## config.mk

```make
export PLATFORM = sky130hd
export DESIGN_NAME = ps2_receiver
export DESIGN_NICKNAME = d
export VERILOG_FILES = /design/src/rtl/ps2_receiver.sv
export SDC_FILE = /design/constraint.sdc
export NUM_CORES = 1
export LEC_CHECK = 0
export ABC_AREA = 1
export CAP_MARGIN = 25
export CELL_PAD_IN_SITES_DETAIL_PLACEMENT = 0
export CELL_PAD_IN_SITES_GLOBAL_PLACEMENT = 1
export CORE_UTILIZATION = 49
export CTS_CLUSTER_DIAMETER = 200
export DETAILED_ROUTE_END_ITERATION = 8
export PLACE_DENSITY_LB_ADDON = 0.1
export SKIP_LAST_GASP = 1
export SLEW_MARGIN = 0
export SYNTH_ARGS = -nofsm -noshare
export SYNTH_HDL_FRONTEND = slang
export SYNTH_SLANG_ARGS = --single-unit
```

## constraint.sdc

```tcl
create_clock -name clk -period 4.5 [get_ports clk]
set_input_delay 0.9 -clock clk [delete_from_list [all_inputs] [get_ports clk]]
set_output_delay 0.9 -clock clk [all_outputs]
set_load 0.02 [all_outputs]
```

## src/rtl/ps2_receiver.sv

```systemverilog
// ----------------------------------------------------------------------------
// ps2_receiver
//
// Turns the raw PS/2 keyboard bus into 8-bit scancodes. Both bus lines are
// synchronised. The PS/2 clock is deglitched by a run-length filter. Each
// 11-bit frame (start, 8 data LSB first, odd parity, stop) is checked. A
// watchdog aborts frames that stall between falling edges.
//
// Parameters
//   FILTER_LEN     : consecutive differing samples needed to flip clk_f
//   TIMEOUT_CYCLES : max clk cycles between falling edges inside a frame
//
// Ports
//   clk        in   system clock, rising edge
//   rst        in   asynchronous active-high reset
//   ps2_clk    in   raw PS/2 clock (async, idles high)
//   ps2_data   in   raw PS/2 data  (async, idles high)
//   scancode   out  last valid byte, held until the next valid byte
//   ready      out  one-cycle strobe, scancode valid in the same cycle
//   frame_err  out  one-cycle strobe on parity, stop or timeout failure
// ----------------------------------------------------------------------------
module ps2_receiver #(
  parameter int FILTER_LEN     = 8,
  parameter int TIMEOUT_CYCLES = 100000
) (
  input  logic       clk,
  input  logic       rst,
  input  logic       ps2_clk,
  input  logic       ps2_data,
  output logic [7:0] scancode,
  output logic       ready,
  output logic       frame_err
);

  localparam int FW = $clog2(FILTER_LEN + 1);
  localparam int WW = $clog2(TIMEOUT_CYCLES + 1);
  localparam logic [FW-1:0] FILT_LAST = FW'(FILTER_LEN - 1);
  localparam logic [WW-1:0] WD_LAST   = WW'(TIMEOUT_CYCLES - 1);

  typedef enum logic [1:0] {IDLE, DATA, PARITY, STOP} state_t;

  logic [1:0]    clk_sync_reg;
  logic [1:0]    data_sync_reg;
  logic          clk_f_reg;
  logic [FW-1:0] filt_cnt_reg;
  logic          fall_reg;
  state_t        state_reg;
  logic [2:0]    bit_cnt_reg;
  logic [7:0]    shift_reg;
  logic          parity_reg;
  logic [WW-1:0] wd_reg;
  logic [7:0]    scancode_reg;
  logic          ready_reg;
  logic          frame_err_reg;

  logic sample_bit;
  assign sample_bit = data_sync_reg[1];

  // Two-flop synchronisers; idle level is 1 so reset to 1.
  always_ff @(posedge clk or posedge rst) begin
    if (rst) begin
      clk_sync_reg  <= 2'b11;
      data_sync_reg <= 2'b11;
    end else begin
      clk_sync_reg  <= {clk_sync_reg[0], ps2_clk};
      data_sync_reg <= {data_sync_reg[0], ps2_data};
    end
  end

  // Run-length filter: clk_f only follows the synchronised clock after it
  // has disagreed for FILTER_LEN consecutive cycles. fall_reg strobes in the
  // first cycle clk_f is low.
  always_ff @(posedge clk or posedge rst) begin
    if (rst) begin
      clk_f_reg    <= 1'b1;
      filt_cnt_reg <= '0;
      fall_reg     <= 1'b0;
    end else begin
      fall_reg <= 1'b0;
      if (clk_sync_reg[1] == clk_f_reg) begin
        filt_cnt_reg <= '0;
      end else if (filt_cnt_reg == FILT_LAST) begin
        clk_f_reg    <= ~clk_f_reg;
        filt_cnt_reg <= '0;
        fall_reg     <= clk_f_reg;  // only the 1->0 transition is an edge
      end else begin
        filt_cnt_reg <= filt_cnt_reg + 1'b1;
      end
    end
  end

  // Frame FSM, watchdog and registered outputs.
  always_ff @(posedge clk or posedge rst) begin
    if (rst) begin
      state_reg     <= IDLE;
      bit_cnt_reg   <= '0;
      shift_reg     <= '0;
      parity_reg    <= 1'b0;
      wd_reg        <= '0;
      scancode_reg  <= 8'h00;
      ready_reg     <= 1'b0;
      frame_err_reg <= 1'b0;
    end else begin
      ready_reg     <= 1'b0;
      frame_err_reg <= 1'b0;
      if (state_reg != IDLE && wd_reg == WD_LAST) begin
        // Timeout has priority: a fall in this same cycle is dropped.
        state_reg     <= IDLE;
        wd_reg        <= '0;
        frame_err_reg <= 1'b1;
      end else begin
        if (state_reg == IDLE || fall_reg)
          wd_reg <= '0;
        else
          wd_reg <= wd_reg + 1'b1;

        if (fall_reg) begin
          case (state_reg)
            IDLE: begin
              if (!sample_bit) begin
                bit_cnt_reg <= '0;
                state_reg   <= DATA;
              end
            end
            DATA: begin
              shift_reg   <= {sample_bit, shift_reg[7:1]};
              bit_cnt_reg <= bit_cnt_reg + 1'b1;
              if (bit_cnt_reg == 3'd7)
                state_reg <= PARITY;
            end
            PARITY: begin
              parity_reg <= sample_bit;
              state_reg  <= STOP;
            end
            STOP: begin
              state_reg <= IDLE;
              if (sample_bit && ((^shift_reg) ^ parity_reg)) begin
                scancode_reg <= shift_reg;
                ready_reg    <= 1'b1;
              end else begin
                frame_err_reg <= 1'b1;
              end
            end
            default: state_reg <= IDLE;
          endcase
        end
      end
    end
  end

  assign scancode  = scancode_reg;
  assign ready     = ready_reg;
  assign frame_err = frame_err_reg;

endmodule

```

# --- Word-level counts from Yosys, hierarchy flattened ---
# Cells that the tools add are included.
word_totals:
  in_bits: 4
  reg_bits: 51
  out_inout_bits: 10
  word_cells: 65
op_classes:
  n_addsub: 3
  eq_ne: 10
  mux: 21
  reduce_logical: 14
  bitwise: 4
op_table:
  columns: ["op", "n"]
  rows:
  - ["two-way mux 17 bit", 2]
  - ["adder 17 x 1 -> 17 bit (second input constant)", 1]
  - ["equality test 17 bit (second input constant)", 1]
  - ["two-way mux 1 bit", 10]
  - ["AND reduction 3 bit", 3]
  - ["two-way mux 2 bit", 4]
  - ["two-way mux 4 bit", 2]
  - ["case mux 2 bit (4 select lines)", 1]
  - ["AND reduction 4 bit", 2]
  - ["parity 8 bit", 1]
  - ["inequality test 3 bit (second input constant)", 2]
  - ["case mux 3 bit (2 select lines)", 1]
  - ["nonzero test 2 bit", 3]
  - ["adder 4 x 1 -> 4 bit (second input constant)", 1]
  - ["equality test 2 bit (second input constant)", 2]
  - ["equality test 4 x 3 -> 1 bit (second input constant)", 1]
  - ["adder 3 x 1 -> 3 bit (second input constant)", 1]
  - ["equality test 3 bit (second input constant)", 1]
  - ["two-way mux 3 bit", 1]
  - ["inverter 1 bit", 3]
  - ["equality test 2 x 1 -> 1 bit (second input constant)", 1]
  - ["logical AND 1 bit", 2]
  - ["zero test 2 bit", 1]
  - ["inequality test 2 bit (second input constant)", 1]
  - ["other kinds (4)", 4]

# --- Logic depth before layout (Yosys ltp) ---
# Gate-level depths: netlist of run 1.
depth:
  word_depth: 7
  ltp_mapped: 12
  mapped_depth_nobuf: 12

# --- Worst setup path after synthesis of run 1 ---
# OpenSTA, ideal clock, no wires.
synth_timing:
  path_type: "flip-flop to flip-flop"
  start: "register state_reg[0]"
  end: "register shift_reg[0]"
  required_time_ps: 4383
  setup_slack_ps: 2882
  setup_time_ps: 117
  n_path_buf: 1
  period_less_slack_ps: 1618
  stages_incl_launch_ff: 12
  arrival_time_ps: 1500
  cell_sequence: "dfrtp_1 > inv_1 > ha_1 > nor2_1 > nand3b_4 > nor2_4 > nand2_4 > nand2_8 > nor2_4 > buf_8 > nand2_2 > o21ai_2"
synth_between:
  elab_chain_len: 4
synth_rtl:
  columns: ["item", "line", "source"]
  rows:
  - ["start, declared", "47", "state_t state_reg;"]
  - ["start signal, assigned", "95", "state_reg <= IDLE;"]
  - ["start signal, assigned", "108", "state_reg <= IDLE;"]
  - ["start signal, assigned", "122", "state_reg <= DATA;"]
  - ["nonzero test 2 bit", "106", "if (state_reg != IDLE && wd_reg == WD_LAST) begin"]
  - ["logical AND 1 bit", "106", null]
  - ["inverter 1 bit (no line)", null, null]
  - ["AND reduction 3 bit (no line) *", null, null]
  - ["end signal, assigned", "126", "shift_reg <= {sample_bit, shift_reg[7:1]};"]
  - ["end, declared", "49", "logic [7:0] shift_reg;"]
# Every way passes the cells marked *; elsewhere a longest branch is shown, timed or not.
# A chain may end at the register's enable or synchronous reset.

# --- Worst setup path after layout of run 1 ---
layout_timing:
  start: "register scancode_reg[3], in the netlist scancode[3]"
  end: "output port scancode[3]"
layout_rtl:
  columns: ["item", "line", "source"]
  rows:
  - ["start, declared", "52", "logic [7:0] scancode_reg;"]
  - ["start signal, assigned", "138", "scancode_reg <= shift_reg;"]
  - ["end, declared", "30", "output logic [7:0] scancode,"]
# No word-level cell between the ends.

==> out/qor.yml, run 1 <==
run_status:
  outcome: "finished clean"
synth:
  synthArstFlopShare_pct: 100.0
  synth_fa_ha_area_share_pct: 3.846
  yosys_warnings: 0
  synth_mux_area_share_pct: 0
  synth_most_common_cell: "nand2_1"
  synth_compound_area_share_pct: 7.644
  synthSimpleGateAreaFrac_pct: 29.62
  synth_edf_count: 0
  synthTopCellsByCount: "nand2_1, dfrtp_1, inv_1"
  avgSynthCellArea_um2: 8.792
  syn_area_um2: 2602
  yosys-top-cells-area: "dfrtp_1, nand2_1, inv_1"
  synth_top_family_by_area: "simple AND/OR/NAND/NOR gates"
  yosysTopAreaCell: "dfrtp_1"
  synthXorXnorAreaFrac_pct: 2.356
  yosys_most_used_dff: "dfrtp_1"
  netlist_instances: 296
  yosysUniqueCellTypes: 33
  syn_nets: 308
  synth_top_area_share_pct: 44.23
  ys_ff_latch: 51
  synth-seq-area-share_pct: 49.28
worst_setup_path:
  crit_arrival_ns: 1.29
  critPathBufInv: 1
  crit_path_start_kind: "register"
  crit_required_ns: 3.60
  path_class: "register to output pin"
  end_kind: "output pin"
  path_cells: "clkdlybuf4s50_1"
  crit_slowest_cell: "clkdlybuf4s50_1"
  slowest_delay_ns: 0.61
  crit_fanout: 2
  cp_top_family: "buffers and inverters"
sta:
  grt_setup_unrepaired: "false"
  fin_crit_ns: 2.193
  fin_hold_ws_ns: 0.3589
  tns_ns: 0
  finalClockSkew_ns: 0.006774
  fin_crit_sh_pct: 48.73
  relSlewSlack_pct: 64.60
  hold_violations: 0
  worst_slew_pin_slew_ns: 0.5297
  drv_slew: 0
  timing.fmax_mhz: 456.0
  final-setup-viol-count: 0
drt:
  via_per_inst: 4.964
  vias: 1916
  post_drt_wl_per_cell_um: 12.23
  drc: 0
  first_pass_iters: 4
  drt_iter0_drc: 109
  drtAntennaViolNets: 0
  wl_mm: 4.721
clock_network:
  root_buffer: "clkbuf_8"
  insertion_delay_ns: 0.31
  cts.sinks: 51
  numCtsBuffers: 5
  cts-htree-levels: 2
  postCtsSetupRepairBufs: 0
  hold_buffers: 0
  clk_pin_slew_ns: 0.09
  clockBufferDepth: 2
  cts_resized: 0
  cts_tree: "yes"
floorplan:
  die_w_um: 74.88
  row_count: 26
  start_util_pct: 50.96
  core-area_um2: 5107
  die_h_um: 74.88
  io-pin-count: 14
  dieArea_um2: 5607
placed_design:
  place.gp.congestion: 0.7875
  port-buffer-count: 13
  dp_hpwl_mm: 3.451
final_layout:
  syn2layout_area_growth_pct: 13.46
  fillers: 507
  antenna_cells: 0
  largest_reg_flops: 17
  final_layout_size_suffix_gt1_share_pct: 14.87
  nets: 327
global_routing:
  grt_pass1_vias: 1824
  grt_pass1_wl_mm: 8.342
  antenna_found_initial: 0
  overflow: 0
  grt_use_total_pct: 19.91
  grt_max_degree: 40
pwr:
  vdd_drop_max_mv: 0.1998
  powerDensity_nw_per_um2: 307.5
  leakage_nw: 1.389
hold_path:
  hp-class: "register to register"
flow_run:
  drv_cap: 0
cells in the final DEF (no fill, tap or decap), types with 2 or more instances in the layout:
cell and instances:
nand2_1 69, dfrtp_1 46, inv_1 39, nor2_1 28, nand4_1 17, nand3_1 14
clkdlybuf4s50_1 13, o21ai_0 12, o21ai_2 9, ha_1 8, inv_2 6, xor2_1 6
nand2_2 5, a21oi_1 5, dfstp_2 5, clkbuf_8 5, nor2_4 4, nor3_1 4
nand3_2 2, nor3_2 2, bufinv_16 2
layer usage:
metal	track usage [%]	share of wire, %
met4	5.660	1.1
met2	31.73	45
met3	4.418	3.1
met5	0	0
met1	27.45	50
through the flow:
stage	util, %	setup WS, ns	instance area (µm²)	cells	power (mW)
global placement	54.83	2.290	2800	377	0.5429
detailed placement	55.22	2.572	2820	378	0.5475
global route	57.81	2.262	2953	386	0.9471
floorplan	-	2.379	2603	296	0.5298
finish	57.81	2.307	2953	386	0.9080
CTS	57.81	2.292	2953	386	0.9208
where the power goes:
part	switching [mW]	internal, mW
Clock	0.149	0.222
Combinational	0.0297	0.0178
Sequential	0.0125	0.477
Total	0.191	0.717
cell type report:
class | instances | area [µm²] | share of cell area [%]
Multi-Input combinational cell | 198 | 1131 | 38.30
Clock inverter | 2 | 60.06 | 2.034
Clock buffer | 6 | 72.57 | 2.458
Tap cell | 70 | 87.58 | 2.966
Sequential cell | 51 | 1282 | 43.43
Inverter | 45 | 168.9 | 5.720
Timing Repair Buffer | 14 | 150.1 | 5.085
final timing paths:
check / startpoint / endpoint / slack [ns] / depth (start not counted)
hold reg to reg: data_sync_reg[0] / data_sync_reg[1] / 0.36 / 0
setup reg to reg: state_reg[0] / bit_cnt_reg[2] / 2.58 / 10
min in group asynchronous: rst / bit_cnt_reg[0] / 0.84 / 2
hold / removal: data_sync_reg[0] / data_sync_reg[1] / 0.36 / 0
setup / recovery: scancode[3] / scancode[3] / 2.31 / 1
max in group asynchronous: rst / clk_sync_reg[0] / 3.11 / 3
kinds of logic after synthesis:
family / count (synthesis)
adder cells (fa/ha/maj): 8
flip-flops: 51
AND/OR/NAND/NOR: 152
AO/OA/AOI/OAI: 31
buffers and inverters: 47
XOR/XNOR: 7
No activity file was read; power rests on OpenSTA's default activity.
==> run 2: changes to the inputs <==
CORE_UTILIZATION = 45   (was 49)
clock period = 2.2 ns   (was 4.5 ns; I/O delays follow)
==> out/qor.yml, run 2 (same netlist as run 1, synthesis figures left out) <==
run_status:
  outcome: "finished clean"
clock_network:
  hold_buffers: 0  # unchanged
  cts-htree-levels: 2  # unchanged
  postCtsSetupRepairBufs: 0  # unchanged
  clockBufferDepth: 2  # unchanged
  insertion_delay_ns: 0.30  # about the same
  numCtsBuffers: 5  # unchanged
  clk_pin_slew_ns: 0.09  # about the same
  cts.sinks: 51  # unchanged
  root_buffer: "clkbuf_8"
  cts_tree: "yes"
  cts_resized: 0  # unchanged
hold_path:
  hp-class: "register to register"
placed_design:
  placed_cell_area_um2: 2830  # +0.35%
  port-buffer-count: 13  # unchanged
  place_ws_ns: 0.3560  # -2.216 ns
  place.gp.congestion: 0.7308  # -7.2%
  dp_hpwl_mm: 3.388  # -1.8%
  dp_cells: 381  # +0.79%
drt:
  wl_mm: 4.590  # -2.8%
  vias: 1890  # -1.4%
  drtAntennaViolNets: 0  # unchanged
  via_per_inst: 4.859  # -2.1%
  drc: 0  # unchanged
  post_drt_wl_per_cell_um: 11.80  # -3.5%
  drt_iter0_drc: 86  # -21%
  first_pass_iters: 4  # unchanged
final_layout:
  multi_input_area_um2: 1131  # unchanged
  layout_common_cells: "nand2_1, dfrtp_1, inv_1"
  final_layout_size_suffix_gt1_share_pct: 15.14  # +0.27 points
  antenna_cells: 0  # unchanged
  final_util_pct: 52.62  # -5.2 points
  finalNonFillerCells: 389  # +0.78%
  syn2layout_area_growth_pct: 12.02
  seq_area_um2: 1282  # unchanged
  largest_reg_flops: 17  # unchanged
  layout_commonest_cell: "nand2_1"
  fillers: 532  # +4.9%
  fin_area_um2: 2915  # -1.3%
  nets: 328  # +0.31%
floorplan:
  row_count: 27  # +3.8%
  io-pin-count: 14  # unchanged
  dieArea_um2: 6092  # +8.6%
  start_util_pct: 46.97  # -4.0 points
  die_h_um: 78.05  # +4.2%
  die_w_um: 78.05  # +4.2%
  core-area_um2: 5540  # +8.5%
sta:
  fin_crit_ns: 1.839
  timing.fmax_mhz: 543.7
  final-setup-viol-count: 0  # unchanged
  grt_setup_unrepaired: "false"
  finalClockSkew_ns: 0.009893  # +0.003119 ns
  drv_slew: 0  # unchanged
  worst_slew_pin_slew_ns: 0.3860  # -0.1437 ns
  fin_hold_ws_ns: 0.3586  # -0.0002810 ns
  hold_violations: 0  # unchanged
  setup_slack_ns: 0.3608  # -1.946 ns
  relSlewSlack_pct: 74.07  # +9.5 points
  tns_ns: 0  # unchanged
  fin_crit_sh_pct: 83.60
worst_setup_path:
  crit_path_start_kind: "register"
  crit_required_ns: 2.37  # -1.23 ns
  end_kind: "register"
  crit_arrival_ns: 2.01  # +0.72 ns
  crit_fanout: 19  # +17
  path_class: "register to register"
global_routing:
  grt_use_total_pct: 17.99  # -1.9 points
  grt_max_degree: 52  # +30%
  grt_pass1_wl_mm: 8.528  # +2.2%
  antenna_found_initial: 0  # unchanged
  grt_pass1_vias: 1851  # +1.5%
  overflow: 0  # unchanged
pwr:
  leakage_nw: 1.370  # -1.4%
  power_mw: 1.615  # +78%
  powerDensity_nw_per_um2: 553.8  # +80%
  vdd_drop_max_mv: 0.3290  # +65%
flow_run:
  drv_cap: 0  # unchanged
-- run 2: cell types whose count changed in the layout (fill, tap and decap cells not counted) --
cell        delta
buf_4          +1
bufinv_16      -2
clkinvlp_4     +1
clkinv_2       +1
-- run 2: final timing paths --
| kind | end | cells after the start | start | slack [ns] |
|---|---|---|---|---|
| max | bit_cnt_reg[1] | 11 | state_reg[0] | 0.36 |
| max in group asynchronous | data_sync_reg[1] | 3 | rst | 1.43 |
| min reg2reg | data_sync_reg[1] | 0 | data_sync_reg[0] | 0.36 |
| max reg2reg | bit_cnt_reg[1] | 11 | state_reg[0] | 0.36 |
| min in group asynchronous | wd_reg[0] | 3 | rst | 0.48 |
| min | data_sync_reg[1] | 0 | data_sync_reg[0] | 0.36 |
-- run 2: layer usage --
| metal | up-vias | global-route usage (%) | routed length (µm) |
|---|---|---|---|
| met5 | - | 0 | 0 |
| met4 | 0 | 5.556 | 61 |
| met3 | 6 | 3.837 | 103 |
| met2 | 13 | 28.68 | 2052 |
| met1 | 882 | 24.56 | 2373 |
| li1 | 989 | - | - |
-- run 2: worst max-delay path, cell delays in order, from the launching register on --
cell,delay (ns)
dfrtp_1,0.38
inv_1,0.08
ha_1,0.27
nor2_1,0.21
nand3b_4,0.10
nor2_4,0.10
nand2_4,0.09
nand2_8,0.09
nor2_4,0.03
buf_4,0.20
nand3_1,0.08
o21ai_0,0.08
-- run 2: cell type report --
cell class / instances / share of cell area, %
Clock inverter: 2 / 0.4292
Clock buffer: 6 / 2.489
Multi-Input combinational cell: 198 / 38.80
Tap cell: 72 / 3.090
Sequential cell: 51 / 43.99
Inverter: 45 / 5.794
Timing Repair Buffer: 15 / 5.408
-- run 2: report_power, final --
group | total [mW] | internal (mW) | switching [mW]
Sequential | 1.00 | 0.976 | 0.0255
Clock | 0.521 | 0.223 | 0.298
Combinational | 0.0926 | 0.0353 | 0.0572
==> RTL change 1: new RTL, config.mk and constraints of run 2 <==
Set the parameter `TIMEOUT_CYCLES` to 50000 (it was 100000).
--- a/src/rtl/ps2_receiver.sv
+++ b/src/rtl/ps2_receiver.sv
@@ -21,7 +21,7 @@
 // ----------------------------------------------------------------------------
 module ps2_receiver #(
   parameter int FILTER_LEN     = 8,
-  parameter int TIMEOUT_CYCLES = 100000
+  parameter int TIMEOUT_CYCLES = 50000
 ) (
   input  logic       clk,
   input  logic       rst,
Check against the original RTL: same outputs for any inputs over 10 cycles, from zero or initial values and one cycle with rst high; that may be too few to reach the edited logic, so the function may still have changed.
==> RTL change 1 against run 2 <==
  * Clock power is 51% higher
  * Total power is 16% higher
  * Critical path depth stayed put
  * Sequential cell count is 1 lower
  * Routed wire length is 4.5% lower
  * Global-route usage is 0.43 points lower
  * Area after synthesis is 3.9% lower
  * Count of clock-buffer cells in the layout stayed put
  * Setup slack better by 0.046 ns
  * Synthesized cell count is 2.7% lower
  * Sequential share of layout area is 0.24 points lower
  * Combinational power is 12% higher
  * Final area is 1.4% lower
==> RTL change 1: results (changes against run 2) <==
[status]
status = complete, no violations  ; unchanged

[power]
vdd_drop_max_v = 0.000381  ; was 0.000329 V
leakage_nw = 1.35  ; was 1.37 nW

[cts]
insertion_delay_ns = 0.31
cts_buffer_depth = 2  ; unchanged
post_cts_buffers = 0  ; unchanged

[global_routing]
grt_pass1_wl_um = 8160  ; was 8530 um
track_usage_pct = 17.6  ; was 18.0%
grt_pass1_vias = 1809  ; was 1,851
grt_max_degree = 26  ; was 52

[worst_setup_path]
reg2reg_to = scancode[4]  ; was bit_cnt_reg[1]
max_stage_delay_ns = 0.41  ; was 0.38 ns
worstPathMaxFanout = 9  ; was 19
r2r_setup_slack_ns = 0.41  ; was 0.36 ns
critPathArrivalTime_ns = 1.99  ; was 2.01 ns
crit_type = reg2reg  ; unchanged

[timing]
holdWs_ns = 0.361  ; was 0.359 ns
tns_ns = 0  ; unchanged
worst_slew_margin_rel_pct = 72.2  ; was 74.1%
fin_skew_ns = 0.0114  ; was 0.00989 ns

[synthesis]
synth_nets = 300  ; was 308
synthXorXnorAreaFrac_pct = 2.45  ; was 2.36%
ys_types = 31  ; was 33
netlist_instances = 288  ; was 296
yosys-top-cells-area = dfrtp_1 (45%), nand2_1 (10%), inv_1 (6.3%)  ; was dfrtp_1 (44%), nand2_1 (10%), inv_1 (5.8%)
synthAdderAreaFrac_pct = 4.00  ; was 3.85%
ys_seq_area_share_pct = 50.3  ; was 49.3%
yosysTopAreaCell = dfrtp_1  ; unchanged
synth_common_cells = nand2_1 (69), dfrtp_1 (45), inv_1 (42)  ; was nand2_1 (69), dfrtp_1 (46), inv_1 (40)
synth-compound-area-share_pct = 7.20  ; was 7.64%

[cells_and_area]
largest_register_ffs = 16  ; was 17
finalNetCount = 320  ; was 328
drive_above_1_share_pct = 13.9  ; was 15.1%

[routing]
route.met2.wl_um = 1820  ; was 2050 um
wl_met3_um = 133  ; was 103 um
viasPerCell = 4.77  ; was 4.86
drt_pass1_iterations = 4  ; unchanged
drtIter0Drc = 63  ; was 86
routed.top_layer = met4  ; unchanged
wl_per_cell_um = 11.6  ; was 11.8 um
wirelength_met1_um = 2350  ; was 2370 um
routed_wl_um = 4390  ; was 4590 um

[place]
numPortBuffers = 13  ; unchanged
place_inst = 371  ; was 381
hpwl_um = 3400  ; was 3390 um
place_area_mm2 = 0.00273  ; was 0.00283 mm2
gp_routability_congestion = 0.768  ; was 0.731

[worst_hold_path]
hp-class = reg2reg  ; unchanged

==> RTL change 1: area by class of cell <==
class,instances,area [um2]
multi-input combinational,191,1060
clock inverter,2,60.1
sequential,50,1260
clock buffer,6,82.6
inverter,45,169
fill,489,2360
tap,70,87.6
timing repair buffer,15,158
==> RTL change 1: routing by layer <==
layer / GRT usage [%] / vias up
met1: 24.4 / 819
met2: 26.6 / 29
met3: 3.95 / 7
met5: 0 / -
li1: - / 952
met4: 6.92 / 0
==> RTL change 1: cells by family after synthesis <==
group                      Yosys count
xor gates and xnor gates             7
adders and majority gates            8
DFF                                 50
buffers and inverters               47
AOI/OAI and AO/OA                   30
and+or+nand+nor                    146
==> RTL change 1: report_power, final <==
group          total, W  switching (W)  leakage [nW]  internal, W
sequential     0.000985      0.0000258         0.679     0.000959
combinational  0.000104      0.0000609         0.600    0.0000432
clock          0.000786       0.000301        0.0714     0.000485
total           0.00187       0.000388          1.35      0.00149
==> RTL change 1: worst reg2reg max path: cells and delay by family (launching register included) <==
kind / cells / cell delay (ns)
adders and majority gates: 1 / 0.24
and+or+nand+nor: 9 / 0.96
DFF: 1 / 0.41
buffers and inverters: 1 / 0.10
==> RTL change 1: worst min-delay path by stage <==
stage                           startpoint                to  cells after the start
final                      clk_sync_reg[0]   clk_sync_reg[1]                      0
after global routing       clk_sync_reg[0]   clk_sync_reg[1]                      0
after CTS                  clk_sync_reg[0]   clk_sync_reg[1]                      0
after detailed placement   clk_sync_reg[0]   clk_sync_reg[1]                      0
after global placement    data_sync_reg[0]  data_sync_reg[1]                      0
after floorplan            clk_sync_reg[0]   clk_sync_reg[1]                      0
==> RTL change 2: new RTL, settings of run 2 <==
Without the edit above. Make the reset (`rst`) synchronous in 3 clocked blocks. Comments in the files are not updated.
--- a/src/rtl/ps2_receiver.sv
+++ b/src/rtl/ps2_receiver.sv
@@ -57,7 +57,7 @@
   assign sample_bit = data_sync_reg[1];
 
   // Two-flop synchronisers; idle level is 1 so reset to 1.
-  always_ff @(posedge clk or posedge rst) begin
+  always_ff @(posedge clk) begin
     if (rst) begin
       clk_sync_reg  <= 2'b11;
       data_sync_reg <= 2'b11;
@@ -70,7 +70,7 @@
   // Run-length filter: clk_f only follows the synchronised clock after it
   // has disagreed for FILTER_LEN consecutive cycles. fall_reg strobes in the
   // first cycle clk_f is low.
-  always_ff @(posedge clk or posedge rst) begin
+  always_ff @(posedge clk) begin
     if (rst) begin
       clk_f_reg    <= 1'b1;
       filt_cnt_reg <= '0;
@@ -90,7 +90,7 @@
   end
 
   // Frame FSM, watchdog and registered outputs.
-  always_ff @(posedge clk or posedge rst) begin
+  always_ff @(posedge clk) begin
     if (rst) begin
       state_reg     <= IDLE;
       bit_cnt_reg   <= '0;
Function: same outputs for any inputs over 10 cycles, from zero or initial values and one cycle with rst high; that may be too few to reach the edited logic, so the function may still have changed.
==> RTL change 2 against run 2 <==
  * Via count rose by 4.0%
  * First-iteration DRC count fell by 1.2%
  * Global-route usage fell by 0.44 points
  * Critical path depth fell by 2
  * Setup slack improved by 0.066 ns
  * Synthesized cell count rose by 7.8%
  * Fmax rose by 3.7%
  * Area after synthesis fell by 8.1%
  * Final area fell by 6.9%
  * Count of clock-buffer cells in the layout did not move
  * Sequential cell count did not move
  * Routed wire length fell by 4.6%
  * Largest cell class is now multi-input combinational cells
Power is not compared: it rests on default switching activity, and its combinational part moved more than twofold at a synthesized area within 25%.
==> RTL change 2: results (changes against run 2) <==
[global_routing]
grt_max_degree = 21  ; was 52
grt_pass1_wl_um = 7470  ; was 8530 um
track_usage_pct = 17.6  ; was 18.0%
grt_pass1_vias = 1693  ; was 1,851

[status]
status = complete, no violations  ; unchanged

[synthesis]
yosys-top-cells-area = dfxtp_1 (43%), nand2_1 (10%), nor2_1 (7.8%)  ; was dfrtp_1 (44%), nand2_1 (10%), inv_1 (5.8%)
ys_types = 36  ; was 33
ys_seq_area_share_pct = 42.7  ; was 49.3%
async_flop_share_pct = 0  ; was 100%
synth_common_cells = nand2_1 (66), dfxtp_1 (51), nor2_1 (50)  ; was nand2_1 (69), dfrtp_1 (46), inv_1 (40)
synth_nets = 331  ; was 308
ys.flop_type = dfxtp_1  ; was dfrtp_1
yosysWarnings = 0  ; unchanged

[place]
hpwl_um = 3330  ; was 3390 um
place_area_mm2 = 0.00259  ; was 0.00283 mm2
gp_routability_congestion = 0.794  ; was 0.731

[routing]
route.met2.wl_um = 1880  ; was 2050 um
viasPerCell = 4.84  ; was 4.86
wl_per_cell_um = 10.8  ; was 11.8 um
drtIter0Drc = 85  ; was 86
wirelength_met1_um = 2330  ; was 2370 um
wl_met3_um = 109  ; was 103 um

[cts]
insertion_delay_ns = 0.31
clk_pin_slew_ns = 0.09  ; about the same
cts_buffer_depth = 2  ; unchanged

[worst_setup_path]
critPathArrivalTime_ns = 1.96  ; was 2.01 ns
rr_worst_depth = 9  ; was 11
worstPathMaxFanout = 17  ; was 19
critPathTopFamily = simple AND/OR/NAND/NOR gates  ; unchanged
critPathSlowestCell = dfxtp_1  ; was dfrtp_1

[worst_hold_path]
hold-path-cell-count = 1  ; was 0

[timing]
tns_ns = 0  ; unchanged
fin_skew_ns = 0.0132  ; was 0.00989 ns
worst_slew_margin_rel_pct = 69.2  ; was 74.1%

[cells_and_area]
drive_above_1_share_pct = 10.1  ; was 15.1%
finalNetCount = 347  ; was 328
fill_cells = 518  ; was 532

==> RTL change 2: logic make-up after synthesis <==
group / synth area share (%)
compound gates: 8.58
flops: 42.7
fa+ha+maj: 4.18
buf+inv: 7.22
xor+xnor: 2.56
simple gates: 34.8
==> RTL change 2: final cells by class <==
type | count | area share [%]
clock buffer | 6 | 3.04
sequential | 51 | 37.6
clock inverter | 2 | 1.43
inverter | 37 | 5.21
multi-input combinational | 225 | 44.1
timing repair buffer | 15 | 5.35
tap | 70 | 3.23
==> RTL change 2: power by group <==
group	leakage, nW	internal (W)	switching [W]
Combinational	0.594	0.0000135	0.0000156
Sequential	0.412	0.000926	0.00000411
Clock	0.0618	0.000374	0.000317
Total	1.07	0.00131	0.000336
==> RTL change 2: stage by stage <==
stage	util, %	std cells	setup WS (ns)	total power (W)
3_5_place_dp	50.8	398	0.410	0.000982
3_3_place_gp	50.8	398	0.457	0.000982
5_1_grt	53.2	406	0.233	0.00171
2_1_floorplan	-	319	0.594	0.000969
4_1_cts	53.2	406	0.398	0.00167
6_report	53.2	406	0.427	0.00165
==> RTL change 2: path summary, 6_finish.rpt <==
path	start	end	slack (ns)
max reg2reg	state_reg[0]	wd_reg[10]	0.43
min	data_sync_reg[0]	data_sync_reg[1]	0.42
min reg2reg	data_sync_reg[0]	data_sync_reg[1]	0.42
max	state_reg[0]	wd_reg[10]	0.43
==> RTL change 2: layer usage <==
layer | vias to the layer above | track usage [%]
met4 | 0 | 5.66
met5 | - | 0
li1 | 1062 | -
met3 | 4 | 4.02
met2 | 20 | 27.4
met1 | 879 | 24.0
